**src/rtl/md5_read_scheduler.sv**
```systemverilog
// Round-robin AXI4 AR/R sharing between NUM_LANES MD5 lanes, routing R beats by rid.
// Optional per-lane completed-burst counters when MD5_SCHED_STATS_EN is defined.

module md5_sched_lane #(
  parameter int MAX_OUTSTANDING = 8
) (
  input  logic        clk,
  input  logic        rst,
  input  logic        i_inc,
  input  logic        i_dec,
  output logic        o_full,
  output logic        o_unf,
  output logic [31:0] o_stat
);
  logic [7:0] r_cnt;

  assign o_full = (r_cnt >= 8'(MAX_OUTSTANDING));
  assign o_unf  = i_dec && (r_cnt == 8'd0);

  // Simultaneous issue and completion on one lane cancel out.
  always_ff @(posedge clk) begin
    if (rst) r_cnt <= '0;
    else if (i_inc && !i_dec) begin
      if (!o_full) r_cnt <= r_cnt + 8'd1;
    end else if (i_dec && !i_inc && r_cnt != 8'd0) r_cnt <= r_cnt - 8'd1;
  end

`ifdef MD5_SCHED_STATS_EN
  logic [31:0] r_stat;
  always_ff @(posedge clk) begin
    if (rst) r_stat <= '0;
    else if (i_dec) r_stat <= r_stat + 32'd1;
  end
  assign o_stat = r_stat;
`else
  assign o_stat = '0;
`endif
endmodule

module md5_read_scheduler #(
  parameter int NUM_LANES       = 4,
  parameter int MAX_OUTSTANDING = 8,
  parameter int ID_W            = 16
) (
  input  logic                    clk,
  input  logic                    rst,
  input  logic [NUM_LANES-1:0]    lane_req_valid,
  input  logic [NUM_LANES*64-1:0] lane_req_addr,
  input  logic [NUM_LANES*8-1:0]  lane_req_len,
  output logic [NUM_LANES-1:0]    lane_req_ready,
  output logic [NUM_LANES-1:0]    lane_resp_valid,
  output logic [511:0]            lane_resp_data,
  output logic                    lane_resp_last,
  input  logic [NUM_LANES-1:0]    lane_resp_ready,
  output logic [ID_W-1:0]         arid,
  output logic [63:0]             araddr,
  output logic [7:0]              arlen,
  output logic [2:0]              arsize,
  output logic                    arvalid,
  input  logic                    arready,
  input  logic [ID_W-1:0]         rid,
  input  logic [511:0]            rdata,
  input  logic [1:0]              rresp,
  input  logic                    rlast,
  input  logic                    rvalid,
  output logic                    rready,
  output logic                    err_sticky,
  output logic [NUM_LANES*32-1:0] stat_bursts
);
  localparam int LW = (NUM_LANES > 1) ? $clog2(NUM_LANES) : 1;

  typedef enum logic {S_IDLE, S_ISSUE} state_t;
  state_t r_state, w_state_nxt;

  logic [LW-1:0]        r_rr_ptr, r_win, w_win;
  logic                 w_found, w_ar_hs, w_r_hs, w_rid_ok, r_err;
  logic [ID_W-1:0]      r_arid;
  logic [63:0]          r_araddr;
  logic [7:0]           r_arlen;
  logic [NUM_LANES-1:0] w_full, w_elig, w_ar_inc, w_r_done, w_unf;

  assign w_elig = lane_req_valid & ~w_full;

  // First eligible lane at or after rr_ptr, wrapping.
  always_comb begin
    int j;
    j       = 0;
    w_found = 1'b0;
    w_win   = '0;
    for (int k = 0; k < NUM_LANES; k++) begin
      j = int'(r_rr_ptr) + k;
      if (j >= NUM_LANES) j = j - NUM_LANES;
      if (!w_found && w_elig[j]) begin
        w_found = 1'b1;
        w_win   = LW'(j);
      end
    end
  end

  always_comb begin
    w_state_nxt    = r_state;
    lane_req_ready = '0;
    case (r_state)
      S_IDLE: if (w_found) begin
        lane_req_ready[w_win] = 1'b1;
        w_state_nxt           = S_ISSUE;
      end
      S_ISSUE: if (arready) w_state_nxt = S_IDLE;
      default: w_state_nxt = S_IDLE;
    endcase
  end

  assign w_ar_hs = (r_state == S_ISSUE) && arready;

  always_ff @(posedge clk) begin
    if (rst) begin
      r_state  <= S_IDLE;
      r_rr_ptr <= '0;
      r_win    <= '0;
      r_arid   <= '0;
      r_araddr <= '0;
      r_arlen  <= '0;
    end else begin
      r_state <= w_state_nxt;
      if (r_state == S_IDLE && w_found) begin
        r_win    <= w_win;
        r_arid   <= ID_W'(w_win);
        r_araddr <= lane_req_addr[int'(w_win)*64 +: 64];
        r_arlen  <= lane_req_len[int'(w_win)*8 +: 8];
      end
      if (w_ar_hs) r_rr_ptr <= (r_win == LW'(NUM_LANES - 1)) ? '0 : r_win + LW'(1);
    end
  end

  assign arvalid = (r_state == S_ISSUE);
  assign arid    = r_arid;
  assign araddr  = r_araddr;
  assign arlen   = r_arlen;
  assign arsize  = 3'b110;

  // Beats with an unknown rid are swallowed so the interconnect never stalls.
  assign w_rid_ok       = (rid < ID_W'(NUM_LANES));
  assign rready         = w_rid_ok ? lane_resp_ready[rid[LW-1:0]] : 1'b1;
  assign w_r_hs         = rvalid && rready;
  assign lane_resp_data = rdata;
  assign lane_resp_last = rlast;

  always_comb begin
    for (int i = 0; i < NUM_LANES; i++) begin
      lane_resp_valid[i] = rvalid && (rid == ID_W'(i));
      w_r_done[i]        = w_r_hs && rlast && (rid == ID_W'(i));
      w_ar_inc[i]        = w_ar_hs && (r_win == LW'(i));
    end
  end

  md5_sched_lane #(.MAX_OUTSTANDING(MAX_OUTSTANDING)) u_lane [NUM_LANES-1:0] (
    .clk    (clk),
    .rst    (rst),
    .i_inc  (w_ar_inc),
    .i_dec  (w_r_done),
    .o_full (w_full),
    .o_unf  (w_unf),
    .o_stat (stat_bursts)
  );

  always_ff @(posedge clk) begin
    if (rst) r_err <= 1'b0;
    else if ((w_r_hs && (!w_rid_ok || rresp != 2'b00)) || (|w_unf)) r_err <= 1'b1;
  end
  assign err_sticky = r_err;
endmodule

```
**config.mk**
```make
export PLATFORM = sky130hd
export DESIGN_NAME = md5_read_scheduler
export DESIGN_NICKNAME = d
export VERILOG_FILES = /design/src/rtl/md5_read_scheduler.sv
export SDC_FILE = /design/constraint.sdc
export NUM_CORES = 1
export LEC_CHECK = 0
export BUFFER_PORTS_ARGS = -buffer_cell sky130_fd_sc_hd__clkbuf_2
export CELL_PAD_IN_SITES_DETAIL_PLACEMENT = 0
export CELL_PAD_IN_SITES_GLOBAL_PLACEMENT = 1
export CORE_AREA = 2 2 608 610
export CTS_CLUSTER_SIZE = 25
export DETAILED_ROUTE_END_ITERATION = 6
export DIE_AREA = 0 0 610 612
export PLACE_DENSITY_LB_ADDON = 0.1
export SYNTH_ARGS = -nofsm -noshare
export SYNTH_HDL_FRONTEND = slang
export SYNTH_SLANG_ARGS = --single-unit
```
**constraint.sdc**
```tcl
create_clock -name clk -period 5.7 [get_ports clk]
set_input_delay 0.57 -clock clk [delete_from_list [all_inputs] [get_ports clk]]
set_output_delay 0.57 -clock clk [all_outputs]
set_load 0.02 [all_outputs]
```
==> results of run 1 <==
layer usage:
metal	GRT usage, %	vias to the layer above	part of all wire, %
met5	0.4779	-	0.22
met4	2.737	6	4.1
met3	6.925	244	23
met2	10.90	963	49
met1	4.216	4023	23
li1	-	3887	-
sequential cells by signal, indices dropped and copies added (netlist names):
register	flops
arvalid	1
u_lane.r_cnt	32
arid	2
araddr	64
r_rr_ptr	2
arlen	8
err_sticky	1
placed cells by master (no fill, tap or decap), types with 3 or more instances in the layout:
master	synthesis	final
and3_1	3	3
mux2i_4	3	3
dfxtp_1	110	110
nand4_1	4	4
ha_1	28	28
fa_1	4	4
a21o_1	6	6
a21oi_1	25	25
o22ai_1	3	3
mux2_1	3	3
a2111oi_0	4	4
o221ai_1	71	71
nand2_1	93	91
xnor2_1	10	10
xor2_1	10	10
nor2_1	62	61
and2_1	6	6
buf_4	658	21
nor3_2	3	3
nand3_1	10	10
clkbuf_16	0	13
clkbuf_2	0	404
nor3b_1	4	4
conb_1	2	145
nor2b_1	15	15
a221oi_1	3	3
diode_2	0	3
nor3_1	27	27
nor4_1	5	4
buf_12	0	4
mux2i_1	170	169
o21bai_1	4	4
o21ai_0	9	9
inv_1	14	14
worst paths after layout:
path / from / to / slack (ps) / depth (start not counted)
setup / recovery: u_lane[0].r_cnt[5] / araddr[12] / 1970 / 7
hold / removal: lane_req_addr[192] / araddr[0] / 300 / 3
setup reg to reg: u_lane[0].r_cnt[5] / araddr[12] / 1970 / 7
hold reg to reg: araddr[51] / araddr[51] / 460 / 2
power breakdown:
| group | switching (mW) | total, mW | internal [mW] |
|---|---|---|---|
| sequential | 0.0917 | 0.996 | 0.905 |
| combinational | 1.11 | 1.72 | 0.617 |
| clock | 0.570 | 1.04 | 0.467 |
logic make-up (layout without fill, tap and decap cells):
kind of cell,after synthesis,in the layout
AND/OR/NAND/NOR,246,246
AO/OA/AOI/OAI,139,139
multiplexers,179,179
buffers and inverters,719,460
XOR/XNOR,20,20
adder cells (fa/ha/maj),32,32
flip-flops,110,110
other,2,148
stage by stage:
stage	worst slack, ps	utilization (%)	cells
floorplan	2107	-	1590
global placement	1238	4.307	6151
detailed placement	1335	4.307	6151
CTS	1721	4.411	6168
global route	1604	4.411	6169
finish	1967	4.413	6171
area by class of cell:
cell class	count	area (µm²)	area share, %
Tap cell	4837	6052	37.35
Multi-Input combinational cell	761	5250	32.40
Timing Repair Buffer	429	2260	13.95
Sequential cell	110	2202	13.59
Clock buffer	13	325.3	2.008
Clock inverter	4	53.80	0.3320
Inverter	14	52.55	0.3243
Antenna cell	3	7.507	0.04633
critical path, stage by stage, from the launching register on:
cell and delay, ps:
dfxtp_1 350, nor3_1 750, nand3_1 360, a41o_1 400, nor2_1 370, nand2_4 530
buf_4 480, o221ai_1 290
==> impl_metrics.ini, run 1 <==
[die]
die-area_mm2 = 0.3733
initial_core_util_pct = 3.300
die_h_um = 612
core_area_mm2 = 0.3672
io_pins = 1574
die_w_um = 610
rows = 223

[routing]
drt.antenna.violating_nets = 0
wl_per_cell_um = 20.26
viasPerCell = 1.478
vias = 9123
drt_iter0_drc = 379
firstDrtPassIters = 4
wl_mm = 125.0
drc = 0

[cells_and_area]
stdcell_area_mm2 = 0.01620
nNetsFinal = 2192
drive_above_1_share_pct = 35.01
nFillCells = 43651
area_growth_pct = 33.71

[synthesis]
synth_top_area_cell = buf_4
yosys_warnings = 0
syn_area_per_cell_um2 = 8.374
synth_top_flop_cell = dfxtp_1
synth_commonest_cells = buf_4, mux2i_1, dfxtp_1, nand2_1, o221ai_1
synth_most_common_cell = buf_4
synth_seq_area_share_pct = 18.17
synthCells = 1447
synth-compound-area-share_pct = 8.849
synth_simple_gate_area_share_pct = 9.427
netlist.area_leader.share_pct = 40.76
synth-edff-count = 0
synthMuxAreaShare_pct = 15.25
synth_fa_ha_area_share_pct = 3.552
ys_ff_latch = 110
synth_top_family_by_area = buffers and inverters
synth.area.top_cells = buf_4, dfxtp_1, mux2i_1
synth_area_mm2 = 0.01212
postSynth.asyncResetShare_pct = 0
synth-xor-area-share_pct = 1.446
ys_types = 57

[cts]
cts_hold_buf = 0
cts_sinks = 110
clock_latency_ps = 570
path_clk_slew_ps = 130
post_cts_resize_count = 0
cts_setup_buffers = 0
htree_levels = 3
tritoncts = done
clockBufferDepth = 3
cts_inserted_buffers = 13
root_buffer = clkbuf_16

[outcome]
status = complete, no violations

[critical_path]
start_kind = register
crit_type = reg2reg
worstPathArrival_ps = 4180
end_kind = register
worstPathRequired_ps = 6150
crit_fanout = 33

[timing]
finalHoldViolations = 0
setup_viol = 0
fin_crit_ps = 3733
slew_headroom_pct = 37.79
worstMarginPinSlew_ps = 926.0
finalSetupTns_ps = 0
rsz0062_at_grt = false
max_freq_ghz = 0.2679
hold_slack_ps = 300.8
finClkSkew_ps = 52.89
finalCritPeriodShare_pct = 65.49
final-max-slew-violation-count = 0

[place]
dpl_cell_area_mm2 = 0.01582
dpl.hpwl_mm = 110.0
place.port_buffers = 404
gp_congestion = 0.6367

[power_and_ir_drop]
power_mw = 3.755
ir_drop_uv = 139.5
p_leak_nw = 5.717
power_density_mw_per_mm2 = 231.7

[grt]
grt_pass1_vias = 9654
grt_max_degree = 72
track_usage_pct = 6.362
grt_antenna_before_repair = 11
grt_pass1_wl_mm = 145.1
grt_remaining_overflow = 0

[flow_run]
drv_cap = 0

[worst_hold_path]
hp-class = in2reg
Note: power is estimated with default switching activity, not from simulation.
==> run 2, diff against run 1 <==
--- a/config.mk
+++ b/config.mk
@@ -5,13 +5,14 @@
 export SDC_FILE = /design/constraint.sdc
 export NUM_CORES = 1
 export LEC_CHECK = 0
+export ABC_AREA = 1
 export BUFFER_PORTS_ARGS = -buffer_cell sky130_fd_sc_hd__clkbuf_2
 export CELL_PAD_IN_SITES_DETAIL_PLACEMENT = 0
 export CELL_PAD_IN_SITES_GLOBAL_PLACEMENT = 1
-export CORE_AREA = 2 2 608 610
+export CORE_AREA = 2 2 618 620
 export CTS_CLUSTER_SIZE = 25
 export DETAILED_ROUTE_END_ITERATION = 6
-export DIE_AREA = 0 0 610 612
+export DIE_AREA = 0 0 620 622
 export PLACE_DENSITY_LB_ADDON = 0.1
 export SYNTH_ARGS = -nofsm -noshare
 export SYNTH_HDL_FRONTEND = slang
==> constraint.sdc (replaced) <==
create_clock -name clk -period 3.26 [get_ports clk]
set_input_delay 0.326 -clock clk [delete_from_list [all_inputs] [get_ports clk]]
set_output_delay 0.326 -clock clk [all_outputs]
set_load 0.02 [all_outputs]
==> run 2 against run 1 <==
- hold slack got worse by 200 ps
- largest cell class unchanged
- clock skew is 7.9 ps lower
- via count up 48%
- critical endpoint is now lane_req_ready[0]
- non-clock buffer count is 108 higher
- sequential share of layout area fell by 2.4 points
==> impl_metrics.ini, run 2 <==
[outcome]
status = complete, no violations

[synthesis]
synth.area.top_cells = buf_4, dfxtp_1, nand3_1
postSynth.asyncResetShare_pct = 0
synth_seq_area_share_pct = 15.16
ys_types = 39
netlist.area_leader.share_pct = 34.57
syn_area_per_cell_um2 = 6.155
yosys_warnings = 0
ys_ff_latch = 110
synthCells = 2360
synth-edff-count = 0
synth_most_common_cell = buf_4
synth_area_mm2 = 0.01453
synth_top_flop_cell = dfxtp_1
synth_top_area_cell = buf_4
synth_commonest_cells = buf_4, inv_1, nand3_1, nand2_1, nor2_1

[cells_and_area]
drive_above_1_share_pct = 25.64
final_util_pct = 5.221
area_growth_pct = 35.99
nNetsFinal = 3163
final_common_cell = inv_1
layout_common_cells = inv_1, clkbuf_2, nand3_1, nand2_1, nor2_1
largest_reg_flops = 64
stdcell_area_mm2 = 0.01975

[timing]
final-max-slew-violation-count = 0
finalCritPeriodShare_pct = 92.16
slew_headroom_pct = 63.41
rsz0062_at_grt = true
max_freq_ghz = 0.3328
finClkSkew_ps = 45.01
fin_crit_ps = 3004
hold_slack_ps = 102.4
worstMarginPinSlew_ps = 547.5
finalHoldViolations = 0
setup_viol = 0

[worst_hold_path]
holdPathStages = 5
whs_endpoint = err_sticky
hold_start = rresp[1]
hp-class = in2reg

[critical_path]
regToRegEndpoint = araddr[33]
ff2ff_path_depth = 17
cp_top_family = simple AND/OR/NAND/NOR gates
worstPathRequired_ps = 2930
r2r-start = u_lane[3].r_cnt[5]
r2r_slack_ps = 330
worst_path_largest_cell_delay_ps = 360
slowest_stage = dfxtp_1
end_kind = primary output
crit_type = reg2out
worstPathArrival_ps = 2680
start_kind = register
crit_buf_inv = 4
crit_fanout = 10
cp_cell_sequence = nor2_2 -> nand2_1 -> nor2_4 -> nand3_2 -> nand3_1 -> nand2_1 -> nand4_1 -> buf_4 -> nand2_8 -> nand2_8 -> buf_8 -> inv_1 -> nor3_2 -> clkbuf_4

[place]
gp_congestion = 0.6480
dpl_cell_area_mm2 = 0.01923
dpl.hpwl_mm = 123.1
place.port_buffers = 404

[cts]
clock_latency_ps = 570
cts_sinks = 110
tritoncts = done
path_clk_slew_ps = 120
root_buffer = clkbuf_16
htree_levels = 3
cts_inserted_buffers = 13
clockBufferDepth = 3

[grt]
grt_pass1_wl_mm = 172.9
grt_antenna_before_repair = 23
grt_remaining_overflow = 0
track_usage_pct = 7.074
grt_pass1_vias = 14147
grt_max_degree = 68

[routing]
firstDrtPassIters = 6
wl_mm = 141.5
drt.antenna.violating_nets = 0
drt_iter0_drc = 436
wl_per_cell_um = 19.31
vias = 13493
drc = 0
viasPerCell = 1.842

[flow_run]
drv_cap = 0

[power_and_ir_drop]
p_leak_nw = 8.861
power_density_mw_per_mm2 = 580.2
power_mw = 11.46
ir_drop_uv = 250.4

[die]
io_pins = 1574
initial_core_util_pct = 3.839
core_area_mm2 = 0.3783
rows = 226
die_w_um = 620
die_h_um = 622
die-area_mm2 = 0.3856
run 2: how the worst max path moves through the flow:
stage,from,endpoint,slack [ps],depth (start not counted)
after floorplan,rid[3],u_lane[0].r_cnt[7],220,16
after global placement,rid[9],u_lane[0].r_cnt[5],-220,19
after detailed placement,rid[3],u_lane[1].r_cnt[7],-130,17
after CTS,u_lane[3].r_cnt[4],lane_req_ready[2],2,15
after global routing,u_lane[3].r_cnt[5],lane_req_ready[0],-0.6,14
final,u_lane[3].r_cnt[5],lane_req_ready[0],260,14
run 2: final cells by class:
type | count | area [µm²]
fillers | 45289 | 358600
repair buffers | 537 | 3367
well taps | 5016 | 6276
clock buffers | 14 | 339.1
flip-flops and latches | 110 | 2206
diodes | 7 | 17.52
inverters | 418 | 1574
clock inverters | 2 | 12.51
multi-input cells | 1220 | 5962
run 2: cells by family (layout without fill, tap and decap cells):
family                   Yosys count  count (layout)  synth area share (%)
other                              2             152               0.05170
AO/OA/AOI/OAI                    108             108                 4.109
XOR/XNOR                          21              21                 1.318
adder cells (fa/ha/maj)           32              32                 2.963
buffers and inverters           1173             971                 48.50
AND/OR/NAND/NOR                  914             914                 27.90
flip-flops                       110             110                 15.16
run 2: repair_timing:
item | in CTS | in global routing
pin swaps | 5 | 2
resized for setup | 21 | 11
setup buffers | 4 | 2
hold buffers | 0 | 0
endpoints found under the setup margin | 5 | 10
run 2: through the flow:
stage	cells	TNS [ps]	setup slack (ps)
2_1_floorplan	2503	0	220.9
3_3_place_gp	7295	-947.7	-216.4
3_5_place_dp	7295	-524.4	-126.2
4_1_cts	7315	0	2.496
5_1_grt	7319	-0.5591	-0.5591
6_report	7324	0	255.6
run 2: routing by layer:
metal	share of wire (%)	vias up	track usage [%]
li1	-	6279	-
met1	27	5939	5.368
met3	18	309	5.663
met2	50	956	12.43
met5	0.25	-	0.6868
met4	5.7	10	3.755
run 2: worst register-to-register path, stage by stage (launching register included):
cell and delay, ps:
dfxtp_1 360, nor2_2 160, nand2_1 110, nor2_4 150
nand3_2 110, nand3_1 100, nand2_1 100, nand4_1 110
buf_4 160, nand2_8 90, nand2_8 120, buf_4 290
buf_12 340, nand2_1 240, nand3_1 190, nand3_1 100
nand2_1 70, inv_1 30
run 2: power breakdown:
part | internal (mW) | switching, mW
Combinational | 2.53 | 5.22
Clock | 0.752 | 0.960
Sequential | 1.73 | 0.266
Total | 5.01 | 6.45
==> run 3, diff against run 2 <==
--- a/config.mk
+++ b/config.mk
@@ -10,6 +10,7 @@
 export CELL_PAD_IN_SITES_DETAIL_PLACEMENT = 0
 export CELL_PAD_IN_SITES_GLOBAL_PLACEMENT = 1
 export CORE_AREA = 2 2 618 620
+export CTS_BUF_LIST = sky130_fd_sc_hd__clkbuf_4
 export CTS_CLUSTER_SIZE = 25
 export DETAILED_ROUTE_END_ITERATION = 6
 export DIE_AREA = 0 0 620 622
==> run 3 against run 2 <==
- wire length rose by 1.4%
- highest routed layer unchanged
- core utilization rose by 0.82 points
- count of clock-buffer cells in the layout fell by 1
- sequential power is essentially flat
- via count increased by 8.8%
- combinational power increased by 10%
- sequential share of layout area fell by 1.4 points
- non-clock buffer count rose by 314
- cell count up 4.3%
- global-route usage rose by 0.10 points
==> impl_metrics.ini, run 3 (synthesis results as in run 2) <==
[place]
place_inst = 7295
gp_congestion = 0.6480
place.port_buffers = 404
dpl.hpwl_mm = 123.1

[critical_path]
r2r_slack_ps = 60
crit_type = reg2out
r2r-start = u_lane[3].r_cnt[4]
cp_cell_sequence = nor2_4 -> nand4_1 -> buf_4 -> nand2_2 -> nand2_1 -> nand2_1 -> nand2_2 -> nand4_1 -> buf_6 -> nand2_8 -> nand2_8 -> buf_12 -> inv_6 -> nor3_4 -> clkbuf_8
worst_path_largest_cell_delay_ps = 410
worstPathRequired_ps = 2930
regToRegEndpoint = araddr[57]
end_kind = primary output
worstPathArrival_ps = 2880
ff2ff_path_depth = 20
crit_fanout = 6
start_kind = register
slowest_stage = dfxtp_2
crit_start = u_lane[3].r_cnt[4]

[routing]
highest_layer = met5
drc = 0
wl_per_cell_um = 18.77
met1_length_mm = 38.98
dr_wl_met3_mm = 24.94
vias = 14675
wl_mm = 143.4
wl_met2_mm = 71.20
viasPerCell = 1.921
drt.antenna.violating_nets = 0
drt_iter0_drc = 429
firstDrtPassIters = 4

[cts]
htree_levels = 3
tritoncts = done
clock_latency_ps = 890
root_buffer = clkbuf_4
clockBufferDepth = 3
cts_inserted_buffers = 13
path_clk_slew_ps = 300
cts_sinks = 110

[grt]
grt_antenna_before_repair = 20
grt_remaining_overflow = 0
track_usage_pct = 7.175
grt_max_degree = 68
grt_pass1_wl_mm = 177.1
grt_pass1_vias = 15441

[die]
rows = 226
core_area_mm2 = 0.3783
die-area_mm2 = 0.3856
die_h_um = 622
io_pins = 1574
initial_core_util_pct = 3.839
die_w_um = 620

[cells_and_area]
final_common_cell = inv_1
final_util_pct = 6.037
area_growth_pct = 57.24
seqCellArea_mm2 = 0.002242
nNetsFinal = 3477
finalNonFillerCells = 7640
largest_reg_flops = 64
multi_input_area_mm2 = 0.006080
layout_common_cells = inv_1, clkbuf_2, nand3_1, dlygate4sd3_1, nand2_1
drive_above_1_share_pct = 24.70
nFillCells = 45154

[power_and_ir_drop]
power_mw = 11.63
power_density_mw_per_mm2 = 509.1
p_leak_nw = 10.14
ir_drop_uv = 211.1

[timing]
rsz0062_at_grt = true
setup_viol = 0
worstMarginPinSlew_ps = 545.4
slew_headroom_pct = 63.55
max_freq_ghz = 0.3115
final-max-slew-violation-count = 0
finalCritPeriodShare_pct = 98.46
finClkSkew_ps = 97.55
fin_crit_ps = 3210
finalHoldViolations = 0
hold_slack_ps = 148.3

[flow_run]
drv_cap = 0

[worst_hold_path]
holdPathStages = 7
hp-class = in2reg
hold_start = lane_req_addr[226]
whs_endpoint = araddr[34]

[outcome]
status = complete, no violations
run 3: cell types whose count changed in the layout (fill, tap and decap cells not counted), sizes merged:
cell,change
clkinv,+1
clkbuf,-1
diode,+2
dlygate4sd3,+294
bufbuf,+1
buf,+19
run 3: area by class of cell:
cell class / count / share of cell area [%]
Antenna cell: 9 / 0.09860
Tap cell: 5016 / 27.48
Inverter: 418 / 6.913
Multi-Input combinational cell: 1220 / 26.62
Timing Repair Buffer: 851 / 28.58
Sequential cell: 110 / 9.816
Clock inverter: 3 / 0.07121
Clock buffer: 13 / 0.4273
run 3: repair_timing:
| action | 4_1_cts | 5_1_grt |
|---|---|---|
| resized for setup | 64 | 33 |
| pin swaps | 21 | 14 |
| endpoints found under the setup margin | 7 | 19 |
| hold endpoints to repair | 90 | 0 |
| hold buffers | 294 | 0 |
| gates cloned | 1 | 0 |
| buffers inserted | 22 | 3 |
run 3: critical path, delay by kind of cell, from the launching register on:
family	cells	cell delay, ps
buffers and inverters	5	640
flip-flops	1	410
AND/OR/NAND/NOR	10	920
run 3: per-stage QoR:
| stage | worst slack [ps] | area [µm²] | TNS [ps] |
|---|---|---|---|
| 6_report | 50.10 | 22840 | 0 |
| 5_1_grt | -313.1 | 22830 | -1760 |
| 4_1_cts | -336.5 | 22680 | -1504 |
| 3_3_place_gp | -216.4 | 19230 | -947.7 |
| 3_5_place_dp | -126.2 | 19230 | -524.4 |
| 2_1_floorplan | 220.9 | 15060 | 0 |
run 3: how the worst max path moves through the flow:
stage                               endpoint  slack, ps  cells past startpoint
after floorplan           u_lane[0].r_cnt[7]        220                     16
after global placement    u_lane[0].r_cnt[5]       -220                     19
after detailed placement  u_lane[1].r_cnt[7]       -130                     17
after CTS                  lane_req_ready[0]       -340                     14
after global routing       lane_req_ready[0]       -310                     14
final                      lane_req_ready[0]         50                     15
run 3: routing by layer:
metal / up-vias / GRT usage (%)
met5: - / 0.7493
met4: 16 / 3.778
met3: 309 / 5.700
met2: 967 / 12.59
met1: 6473 / 5.493
li1: 6910 / -
run 3: report_power, final:
| group | switching [mW] | internal [mW] |
|---|---|---|
| Clock | 0.898 | 0.194 |
| Combinational | 5.41 | 3.13 |
| Sequential | 0.268 | 1.73 |
